File: src/rtl/obi_demux_pkg.sv
// Shared types and constants for the OBI 1-to-N variable-latency demux.
// Holds the request/response bundles, the address rule type, the default
// address map and the read data returned by the optional error responder.
package obi_demux_pkg;

    localparam int unsigned DEFAULT_NSLAVE = 4;

    typedef struct packed {
        logic        req;
        logic        we;
        logic [3:0]  be;
        logic [31:0] addr;
        logic [31:0] wdata;
    } obi_req_t;

    typedef struct packed {
        logic        gnt;
        logic        rvalid;
        logic [31:0] rdata;
    } obi_resp_t;

    // end_addr is exclusive
    typedef struct packed {
        logic [31:0] idx;
        logic [31:0] start_addr;
        logic [31:0] end_addr;
    } addr_rule_t;

    // Memory bank, peripheral window, control registers, external window
    localparam addr_rule_t DEFAULT_RULES [DEFAULT_NSLAVE] = '{
        '{idx: 32'd0, start_addr: 32'h0000_0000, end_addr: 32'h0001_0000},
        '{idx: 32'd1, start_addr: 32'h1000_0000, end_addr: 32'h1000_1000},
        '{idx: 32'd2, start_addr: 32'h2000_0000, end_addr: 32'h2000_0100},
        '{idx: 32'd3, start_addr: 32'h3000_0000, end_addr: 32'h3001_0000}
    };

    localparam logic [31:0] ERR_RDATA = 32'hBADA_CCE5;

    // True when addr falls inside the half-open window of the rule
    function automatic logic rule_hit(input addr_rule_t rule, input logic [31:0] addr);
        return (addr >= rule.start_addr) && (addr < rule.end_addr);
    endfunction

endpackage

File: src/rtl/obi_demux_addr_decoder.sv
// Combinational address decoder: first matching rule wins.
// Produces the rule's target index and an unmapped flag when nothing matches.
module obi_demux_addr_decoder
    import obi_demux_pkg::*;
#(
    parameter int unsigned NSLAVE = 4,
    parameter int unsigned SEL_W  = 3,
    parameter addr_rule_t  ADDR_RULES [NSLAVE] = DEFAULT_RULES
) (
    input  logic [31:0]      i_addr,
    output logic [SEL_W-1:0] o_sel,
    output logic             o_unmapped
);

    // Walk rules from last to first so the lowest-numbered hit overrides
    always_comb begin
        o_sel      = '0;
        o_unmapped = 1'b1;
        for (int i = NSLAVE - 1; i >= 0; i--) begin
            o_sel      = rule_hit(ADDR_RULES[i], i_addr) ? ADDR_RULES[i].idx[SEL_W-1:0] : o_sel;
            o_unmapped = rule_hit(ADDR_RULES[i], i_addr) ? 1'b0 : o_unmapped;
        end
    end

endmodule

File: src/rtl/obi_demux_checker.sv
// Simulation checks for the demux: responses that the demux discards
// (wrong target, or nothing outstanding) and counter overflow.
module obi_demux_checker #(
    parameter int unsigned NTGT            = 4,
    parameter int unsigned SEL_W           = 3,
    parameter int unsigned CNT_W           = 3,
    parameter int unsigned MAX_OUTSTANDING = 4
) (
    input logic             i_clk,
    input logic             i_rst,
    input logic [CNT_W-1:0] i_cnt,
    input logic [SEL_W-1:0] i_tgt,
    input logic [NTGT-1:0]  i_rvalid
);

    logic w_stray;

    // Flag any rvalid arriving from a port that has nothing outstanding
    always_comb begin
        w_stray = 1'b0;
        for (int t = 0; t < NTGT; t++) begin
            w_stray = w_stray | (i_rvalid[t] & ((i_cnt == '0) | (i_tgt != SEL_W'(t))));
        end
    end

    a_no_stray_rvalid: assert property (@(posedge i_clk) disable iff (i_rst) !w_stray);
    a_cnt_bounded:     assert property (@(posedge i_clk) disable iff (i_rst)
                                        i_cnt <= CNT_W'(MAX_OUTSTANDING));

endmodule

File: src/rtl/obi_varlat_one_to_n_demux.sv
// OBI 1-to-N demux with variable-latency, in-order response routing.
// Requests are steered by address; a new target is only accepted once all
// transactions to the previous target have returned, so responses can be
// taken from the single outstanding target without reordering.
// Optional feature macro: OBI_DEMUX_ERR_SLAVE_EN adds an internal error
// responder at target index NSLAVE for unmapped addresses; without it,
// unmapped addresses fall through to slave NSLAVE-1.
module obi_varlat_one_to_n_demux
    import obi_demux_pkg::*;
#(
    parameter int unsigned NSLAVE          = 4,
    parameter int unsigned MAX_OUTSTANDING = 4,
    parameter addr_rule_t  ADDR_RULES [NSLAVE] = DEFAULT_RULES
) (
    input  logic      clk_i,
    input  logic      rst_i,
    input  obi_req_t  master_req_i,
    output obi_resp_t master_resp_o,
    output obi_req_t  slave_req_o  [NSLAVE],
    input  obi_resp_t slave_resp_i [NSLAVE]
);

    localparam int unsigned SEL_W = $clog2(NSLAVE + 1);
    localparam int unsigned CNT_W = $clog2(MAX_OUTSTANDING + 1);
    localparam logic [CNT_W-1:0] CNT_MAX = CNT_W'(MAX_OUTSTANDING);
`ifdef OBI_DEMUX_ERR_SLAVE_EN
    localparam int unsigned NTGT = NSLAVE + 1;
    localparam logic [SEL_W-1:0] UNMAPPED_TGT = SEL_W'(NSLAVE);
`else
    localparam int unsigned NTGT = NSLAVE;
    localparam logic [SEL_W-1:0] UNMAPPED_TGT = SEL_W'(NSLAVE - 1);
`endif

    logic [SEL_W-1:0] w_dec_sel;
    logic             w_dec_unmapped;
    logic [SEL_W-1:0] w_sel;
    logic [NTGT-1:0]  w_tgt_gnt;
    logic [NTGT-1:0]  w_tgt_rvalid;
    logic [31:0]      w_tgt_rdata [NTGT];
    logic             w_sel_gnt;
    logic             w_out_rvalid;
    logic [31:0]      w_out_rdata;
    logic             w_allow;
    logic             w_hs;
    logic             w_resp_live;
    logic             w_rsp_accept;

    logic [CNT_W-1:0] r_cnt;
    logic [SEL_W-1:0] r_tgt;
`ifdef OBI_DEMUX_ERR_SLAVE_EN
    logic             r_err_rvalid;
`endif

    obi_demux_addr_decoder #(
        .NSLAVE     (NSLAVE),
        .SEL_W      (SEL_W),
        .ADDR_RULES (ADDR_RULES)
    ) u_dec (
        .i_addr     (master_req_i.addr),
        .o_sel      (w_dec_sel),
        .o_unmapped (w_dec_unmapped)
    );

    assign w_sel = w_dec_unmapped ? UNMAPPED_TGT : w_dec_sel;

    // Gather grant/response of every target, including the error responder
    always_comb begin
        for (int t = 0; t < NSLAVE; t++) begin
            w_tgt_gnt[t]    = slave_resp_i[t].gnt;
            w_tgt_rvalid[t] = slave_resp_i[t].rvalid;
            w_tgt_rdata[t]  = slave_resp_i[t].rdata;
        end
`ifdef OBI_DEMUX_ERR_SLAVE_EN
        w_tgt_gnt[NSLAVE]    = 1'b1;
        w_tgt_rvalid[NSLAVE] = r_err_rvalid;
        w_tgt_rdata[NSLAVE]  = ERR_RDATA;
`endif
    end

    // Grant comes from the decoded target, response from the outstanding one
    always_comb begin
        w_sel_gnt    = 1'b0;
        w_out_rvalid = 1'b0;
        w_out_rdata  = 32'h0000_0000;
        for (int t = 0; t < NTGT; t++) begin
            w_sel_gnt    = (w_sel == SEL_W'(t)) ? w_tgt_gnt[t]    : w_sel_gnt;
            w_out_rvalid = (r_tgt == SEL_W'(t)) ? w_tgt_rvalid[t] : w_out_rvalid;
            w_out_rdata  = (r_tgt == SEL_W'(t)) ? w_tgt_rdata[t]  : w_out_rdata;
        end
    end

    // Switching target requires a full drain; same target may stack up to MAX
    assign w_allow      = !rst_i && ((r_cnt == '0) || ((w_sel == r_tgt) && (r_cnt < CNT_MAX)));
    assign w_hs         = w_allow && master_req_i.req && w_sel_gnt;
    assign w_resp_live  = !rst_i && (r_cnt != '0);
    assign w_rsp_accept = w_resp_live && w_out_rvalid;

    // Drive slave requests and master response; idle ports are fully zeroed
    always_comb begin
        for (int i = 0; i < NSLAVE; i++) begin
            slave_req_o[i] = (w_allow && (w_sel == SEL_W'(i))) ? master_req_i : '0;
        end
        master_resp_o.gnt    = w_allow && w_sel_gnt;
        master_resp_o.rvalid = w_rsp_accept;
        master_resp_o.rdata  = w_resp_live ? w_out_rdata : 32'h0000_0000;
    end

    // Outstanding counter and target of the outstanding transactions
    always_ff @(posedge clk_i) begin
        if (rst_i) begin
            r_cnt <= '0;
            r_tgt <= '0;
        end else begin
            case ({w_hs, w_rsp_accept})
                2'b10:   r_cnt <= r_cnt + CNT_W'(1);
                2'b01:   r_cnt <= r_cnt - CNT_W'(1);
                default: r_cnt <= r_cnt;
            endcase
            r_tgt <= w_hs ? w_sel : r_tgt;
        end
    end

`ifdef OBI_DEMUX_ERR_SLAVE_EN
    // Error responder answers every accepted unmapped request one cycle later
    always_ff @(posedge clk_i) begin
        if (rst_i) begin
            r_err_rvalid <= 1'b0;
        end else begin
            r_err_rvalid <= w_hs && (w_sel == UNMAPPED_TGT);
        end
    end
`endif

    obi_demux_checker #(
        .NTGT            (NTGT),
        .SEL_W           (SEL_W),
        .CNT_W           (CNT_W),
        .MAX_OUTSTANDING (MAX_OUTSTANDING)
    ) u_chk (
        .i_clk    (clk_i),
        .i_rst    (rst_i),
        .i_cnt    (r_cnt),
        .i_tgt    (r_tgt),
        .i_rvalid (w_tgt_rvalid)
    );

endmodule
File: config.mk
export PLATFORM = sky130hd
export DESIGN_NAME = obi_varlat_one_to_n_demux
export DESIGN_NICKNAME = d
export VERILOG_FILES = /design/src/rtl/obi_demux_pkg.sv /design/src/rtl/obi_demux_addr_decoder.sv /design/src/rtl/obi_demux_checker.sv /design/src/rtl/obi_varlat_one_to_n_demux.sv
export SDC_FILE = /design/constraint.sdc
export NUM_CORES = 1
export LEC_CHECK = 0
export ABC_AREA = 1
export BUFFER_PORTS_ARGS = -buffer_cell sky130_fd_sc_hd__buf_4
export CORE_AREA = 2 2 204 206
export CTS_CLUSTER_SIZE = 25
export DETAILED_ROUTE_END_ITERATION = 16
export DIE_AREA = 0 0 206 208
export PLACE_DENSITY_LB_ADDON = 0.15
export SLEW_MARGIN = 20
export SYNTH_ARGS = -nofsm -noshare
export SYNTH_HDL_FRONTEND = slang
export SYNTH_SLANG_ARGS = --single-unit
export TNS_END_PERCENT = 1
File: constraint.sdc
create_clock -name clk_i -period 2.93 [get_ports clk_i]
set_clock_uncertainty 0.15 [all_clocks]
set_input_delay 0.586 -clock clk_i [delete_from_list [all_inputs] [get_ports clk_i]]
set_output_delay 0.586 -clock clk_i [all_outputs]
set_load 0.01 [all_outputs]
==> results.cfg, run 1 <==
[timing]
setup_viol = 224
layout_worst_path_cycle_share_pct = 111
final_hold_viol_count = 0
final_period_minus_worst_setup_slack_ns = 3.24
rsz0062_at_grt = true
fmax_mhz = 308
fin_ws_ns = -0.315
final-max-slew-violation-count = 0

[placement]
dpl-instance-area_sq_um = 7430
detailed_place_hpwl_um = 21500
routability_congestion_estimate = 0.764
numPlacedInstances = 1674
port_buffers = 463

[yosys]
synth-simple-area-share_pct = 48.0
yosysSeqAreaShare_pct = 3.14
netlist-cell-type-count = 29
synthAdderAreaFrac_pct = 1.02
synth_compound_gate_area_share_pct = 16.8
synth_top_flop_cell = sky130_fd_sc_hd__dfxtp_1
post_synth_instance_area_sq_um = 3190
syn-instance-count = 662
post_synth_mux_area_share_pct = 0
syn_area_per_cell_sq_um = 4.82
dominant_combinational_cell_family_by_area_after_synthesis = simple AND/OR/NAND/NOR gates
synth_edf_count = 0
synth_warnings = 0
synth-async-reset-ratio_pct = 0
synth_seq_cells = 5
post_synth_xor_area_fraction_pct = 0

[clocking]
clkLatencyLatePin_ns = 0.23
post_cts_hold_buffer_count = 0
ctsRootBufferMaster = sky130_fd_sc_hd__clkbuf_16
numClockSinks = 5
clk_pin_slew_ns = 0.03
clock_tree_from_tritoncts = yes
cts.htree.levels = 1
cts.path.max_buffers = 2
total_cts_buffers = 3

[status]
violations = negative setup slack
status = complete, but fails checks

[floorplan]
die_h_um = 208
fp.dieArea_sq_um = 42800
start_util_pct = 7.87
num_rows = 74
boundaryPins = 522
die_w_um = 206
placeableCoreArea_sq_um = 40600

[min_path]
classification_of_the_worst_slack_hold_path = reg2reg
hold_end = r_cnt[0]$_SDFFE_PP0P_
min_delay_path_depth = 1
hold_start = r_cnt[0]$_SDFFE_PP0P_

[run]
maxcap_viol_count = 0

[critical_path]
critical_path.n_buffers_inverters = 7
reg2reg_setup_slack_ns = 0.47
crit_top_cell = sky130_fd_sc_hd__buf_6
worst_setup_start_kind = primary input
critical_path_arrival_ns = 2.51
crit_path_max_incr_delay_ns = 0.21
crit_path_top_delay_cell = sky130_fd_sc_hd__nor3_4
cp-end-kind = output pin
worstPathRequired_ns = 2.19
terminus_of_the_critical_flop_to_flop_path = r_cnt[2]$_SDFFE_PP0P_
worst-r2r-cell-count = 15
crit_path_cell_trace = buf_8 > nor2_4 > nand2_2 > buf_6 > nor3_4 > nand3_2 > nand2_2 > nand3_4 > a21oi_4 > buf_6 > nand3_4 > buf_12 > buf_12 > buf_16 > nor2_4 > buf_6
critPathTopFamily = buffers and inverters
timing.setup.critical_path_class = in2out
path_max_fanout = 7
number_of_logic_stages_on_the_critical_path_including_buffering = 16
timing.rr.start = r_tgt[1]$_SDFFE_PP0P_

[detailed_routing]
wire_length_per_cell_um = 15.8
detail_route.first_pass.iterations = 4
remaining_antenna_violation_count = 0
drt_iter0_markers = 183
drt_drc_violations_left = 0
via_per_inst = 3.52
wl_final_um = 27000
detailroute.via_count = 6023

[power]
max-vdd-ir-drop_v = 0.000139
post-layout-total-power_mw = 1.48
power-per-cell-area_nw_per_um2 = 176
power.leakage_nw = 4.58

[finish]
antenna_cells = 0
finalNonFillerCells = 1710
flow.area_growth_from_synthesis_pct = 164
mostFrequentLayoutCell = sky130_fd_sc_hd__buf_4
drive_gt1_share_pct = 57.2
n_fill_cell = 4711
nets = 1389
finalCoreUtilization_pct = 20.8
commonest_cells_after_routing_fill_and_taps_aside = sky130_fd_sc_hd__buf_4 (513), sky130_fd_sc_hd__nor2_1 (205), sky130_fd_sc_hd__inv_1 (84)
fin_area_sq_um = 8440

[global_routing]
global_route.usage.met1_pct = 11.4
grt.total_usage_pct = 11.1
grt_first_pass_wirelength_um = 35900
vias_in_the_first_global_route = 5759
gr-total-overflow = 0
grt_max_degree = 50
grt_use_met2_pct = 22.9
gr-max-usage-layer = met2
number_of_antenna_violations_at_the_first_check_in_global_routing = 0
global_route.usage.met3_pct = 2.37
worst max-delay path by stage:
stage                startpoint               end  slack, ns
2_1_floorplan  master_req_i[52]  slave_req_o[106]       0.05
3_3_place_gp   master_req_i[56]  slave_req_o[148]      -0.64
3_5_place_dp   master_req_i[56]  slave_req_o[148]      -0.52
4_1_cts        master_req_i[48]  slave_req_o[236]      -0.32
5_1_grt        master_req_i[50]  slave_req_o[229]      -0.43
6_report       master_req_i[53]  slave_req_o[229]      -0.31
cell families after synthesis:
logic type,Yosys count
and+or+nand+nor,391
DFF,5
other,1
AOI/OAI and AO/OA,77
buffers and inverters,186
adders and majority gates,2
where the power goes:
part	leakage [nW]	internal, mW	switching, mW
registers	0.0412	0.0759	0.00725
logic	4.50	0.557	0.617
clock network	0.0382	0.180	0.0457
area by class of cell:
cell class / count / area [sq um] / share of cell area (%)
inverter: 87 / 328 / 3.88
clock buffer: 4 / 78.8 / 0.934
tap: 532 / 666 / 7.88
sequential: 5 / 101 / 1.20
multi-input combinational: 528 / 2760 / 32.7
timing repair buffer: 554 / 4510 / 53.4
per-layer routing:
| layer | routed length (um) | part of all wire [%] | vias up |
|---|---|---|---|
| met4 | 253 | 0.94 | 0 |
| li1 | - | - | 2958 |
| met5 | 0 | 0 | - |
| met2 | 14900 | 55 | 314 |
| met3 | 2230 | 8.2 | 9 |
| met1 | 9640 | 36 | 2742 |
registers in the layout, summed over array words and instances, names as in the netlist:
register	flops
r_cnt	3
r_tgt	2
cell usage after synthesis (2+ instances only):
cell                       number  area, sq um
sky130_fd_sc_hd__a211oi_1       7         52.6
sky130_fd_sc_hd__a21oi_1        9         45.0
sky130_fd_sc_hd__a311oi_1      19          166
sky130_fd_sc_hd__buf_1          2         7.51
sky130_fd_sc_hd__buf_2          9         45.0
sky130_fd_sc_hd__buf_4         68          510
sky130_fd_sc_hd__buf_6          3         33.8
sky130_fd_sc_hd__clkbuf_1      17         63.8
sky130_fd_sc_hd__dfxtp_1        5          100
sky130_fd_sc_hd__inv_1         86          323
sky130_fd_sc_hd__nand2_1       72          270
sky130_fd_sc_hd__nand3_1       13         65.1
sky130_fd_sc_hd__nand3_2        3         30.0
sky130_fd_sc_hd__nand4_1        2         12.5
sky130_fd_sc_hd__nor2_1       290         1090
sky130_fd_sc_hd__nor3_1         2         10.0
sky130_fd_sc_hd__o21ai_0       26          130
sky130_fd_sc_hd__o221ai_1      11         96.3
sky130_fd_sc_hd__o22ai_1        2         12.5
sky130_fd_sc_hd__or2_2          7         43.8
what timing repair did:
action,CTS,global route
endpoints found under the setup margin,227,228
buffers inserted,24,1
endpoints found under the hold margin,0,0
gates cloned,5,3
pin swaps,17,12
resized for setup,71,95
metrics by stage:
stage | TNS, ns | worst slack (ns) | hold slack, ns
after global placement | -85.42 | -0.641 | 0.292
final | -43.90 | -0.315 | 0.305
after detailed placement | -71.13 | -0.517 | 0.295
after floorplan | 0 | 0.0516 | 0.272
after global routing | -72.32 | -0.433 | 0.323
after CTS | -55.88 | -0.323 | 0.301
No activity file was read; power rests on OpenSTA's default activity.
==> run 2: changes to the inputs <==
--- a/config.mk
+++ b/config.mk
@@ -12,6 +12,7 @@
 export DETAILED_ROUTE_END_ITERATION = 16
 export DIE_AREA = 0 0 206 208
 export PLACE_DENSITY_LB_ADDON = 0.15
+export RECOVER_POWER = 25
 export SLEW_MARGIN = 20
 export SYNTH_ARGS = -nofsm -noshare
 export SYNTH_HDL_FRONTEND = slang
==> results.cfg, run 2 (synthesis gave the netlist of run 1 again) <==
[global_routing]
global_route.usage.met1_pct = 11.4
grt.total_usage_pct = 11.1
number_of_antenna_violations_at_the_first_check_in_global_routing = 0
vias_in_the_first_global_route = 5759
grt_use_met2_pct = 22.9
global_route.usage.met3_pct = 2.37
grt_max_degree = 50
gr-max-usage-layer = met2
gr-total-overflow = 0
grt_first_pass_wirelength_um = 35900

[clocking]
numClockSinks = 5
clk_pin_slew_ns = 0.03
post_cts_hold_buffer_count = 0
ctsRootBufferMaster = sky130_fd_sc_hd__clkbuf_16
clkLatencyLatePin_ns = 0.23
clock_tree_from_tritoncts = yes
cts.htree.levels = 1
total_cts_buffers = 3
cts.path.max_buffers = 2

[floorplan]
num_rows = 74
start_util_pct = 7.87
die_h_um = 208
placeableCoreArea_sq_um = 40600
die_w_um = 206
boundaryPins = 522
fp.dieArea_sq_um = 42800

[power]
pwr-share-clk_pct = 15.3
sw_frac_of_total_pct = 45.4
max-vdd-ir-drop_v = 0.000138
logic_pwr_share_pct = 79.0
power.leakage_nw = 4.55
power-per-cell-area_nw_per_um2 = 175
power.share.sequential_pct = 5.6
power_report.internal_total_mw = 0.805
switching_power_mw = 0.670

[status]
status = complete, but fails checks
violations = negative setup slack

[timing]
fin_ws_ns = -0.313
layout_worst_path_cycle_share_pct = 111
setup_viol = 224
rsz0062_at_grt = true
finalSetupTns_ns = -43.60
fmax_mhz = 308
final-max-slew-violation-count = 0
final_hold_viol_count = 0
final_period_minus_worst_setup_slack_ns = 3.24

[detailed_routing]
remaining_antenna_violation_count = 0
drt_drc_violations_left = 0
via_per_inst = 3.52
detail_route.first_pass.iterations = 4
detailroute.via_count = 6019
wl_final_um = 27000
drt_iter0_markers = 177
wire_length_per_cell_um = 15.8

[critical_path]
reg2reg_setup_slack_ns = 0.42
critPathLaunch = master_req_i[53]
terminus_of_the_critical_flop_to_flop_path = r_cnt[2]$_SDFFE_PP0P_
critical_path_arrival_ns = 2.51
timing.rr.start = r_tgt[1]$_SDFFE_PP0P_
setup.worst_path.end = slave_req_o[229]
timing.setup.critical_path_class = in2out
path_max_fanout = 7
worst-r2r-cell-count = 11
cp-end-kind = output pin
worst_setup_start_kind = primary input
worstPathRequired_ns = 2.19

[finish]
largest_register_ffs = 3
reg.largest.list = r_cnt (3), r_tgt (2)
antenna_cells = 0
multi_input_gate_area_sq_um = 2760
flow.area_growth_from_synthesis_pct = 163
drive_gt1_share_pct = 56.8
largest_register = r_cnt
n_fill_cell = 4719
fin_area_sq_um = 8410
finalCoreUtilization_pct = 20.7
mostFrequentLayoutCell = sky130_fd_sc_hd__buf_4
commonest_cells_after_routing_fill_and_taps_aside = sky130_fd_sc_hd__buf_4 (506), sky130_fd_sc_hd__nor2_1 (205), sky130_fd_sc_hd__inv_1 (84)
nets = 1389
ff_latch_area_sq_um = 101

[placement]
detailed_place_hpwl_um = 21500
dpl-instance-area_sq_um = 7430
port_buffers = 463
routability_congestion_estimate = 0.764

[min_path]
classification_of_the_worst_slack_hold_path = reg2reg

[run]
maxcap_viol_count = 0
[run 2: changes by cell type in the layout (fill, tap and decap cells not counted)]
cell / change
sky130_fd_sc_hd__buf_12: -1
sky130_fd_sc_hd__buf_4: -7
sky130_fd_sc_hd__clkbuf_1: +5
sky130_fd_sc_hd__clkbuf_2: +2
sky130_fd_sc_hd__clkbuf_4: +1
[run 2: how the worst min path moves through the flow]
stage	startpoint	to	slack [ns]	cells past startpoint
6_report	r_cnt[0]$_SDFFE_PP0P_	r_cnt[0]$_SDFFE_PP0P_	0.30	1
5_1_grt	r_cnt[0]$_SDFFE_PP0P_	r_cnt[0]$_SDFFE_PP0P_	0.32	1
4_1_cts	r_cnt[0]$_SDFFE_PP0P_	r_cnt[0]$_SDFFE_PP0P_	0.30	1
3_5_place_dp	r_cnt[0]$_SDFFE_PP0P_	r_cnt[0]$_SDFFE_PP0P_	0.30	1
3_3_place_gp	r_cnt[0]$_SDFFE_PP0P_	r_cnt[0]$_SDFFE_PP0P_	0.29	1
2_1_floorplan	r_cnt[0]$_SDFFE_PP0P_	r_cnt[0]$_SDFFE_PP0P_	0.27	1
[run 2: layout make-up]
| cell class | count | area share (%) |
|---|---|---|
| inverter | 87 | 3.90 |
| multi-input combinational | 528 | 32.8 |
| sequential | 5 | 1.21 |
| tap | 532 | 7.92 |
| clock buffer | 4 | 0.938 |
| timing repair buffer | 554 | 53.2 |
[run 2: repair_timing]
| item | CTS | global route |
|---|---|---|
| setup endpoints to repair | 227 | 228 |
| resized for setup | 71 | 95 |
| cloned | 5 | 3 |
| setup buffers | 24 | 1 |
| pin swaps | 17 | 12 |
[run 2: routing by layer]
metal	share of wire, %	up-vias
li1	-	2958
met1	36	2740
met2	55	312
met3	8.3	9
met4	0.94	0
met5	0	-
[run 2: critical path: stages]
cell and delay, ns:
sky130_fd_sc_hd__buf_8 0.10, sky130_fd_sc_hd__nor2_4 0.09, sky130_fd_sc_hd__nand2_2 0.08, sky130_fd_sc_hd__buf_6 0.12, sky130_fd_sc_hd__nor3_4 0.20, sky130_fd_sc_hd__nand3_2 0.11, sky130_fd_sc_hd__nand2_2 0.09, sky130_fd_sc_hd__nand3_4 0.09
sky130_fd_sc_hd__a21oi_4 0.17, sky130_fd_sc_hd__buf_6 0.14, sky130_fd_sc_hd__nand3_4 0.08, sky130_fd_sc_hd__buf_12 0.14, sky130_fd_sc_hd__buf_12 0.13, sky130_fd_sc_hd__buf_16 0.15, sky130_fd_sc_hd__nor2_4 0.11, sky130_fd_sc_hd__buf_6 0.10
[run 2: power groups by stage]
stage          logic, mW  clock network, mW  registers [mW]
2_1_floorplan      0.516                  0          0.0808
3_3_place_gp        1.15                  0          0.0844
3_5_place_dp        1.13                  0          0.0845
4_1_cts             1.18              0.227          0.0837
5_1_grt             1.27              0.233          0.0846
6_report            1.17              0.226          0.0832
[run 2: through the flow]
stage	power, mW	setup WS (ns)	hold slack (ns)	instances
floorplan	0.596	0.0516	0.272	719
global placement	1.23	-0.641	0.292	1674
detailed placement	1.21	-0.517	0.295	1674
CTS	1.49	-0.323	0.301	1707
global route	1.59	-0.433	0.323	1710
finish	1.47	-0.313	0.305	1710
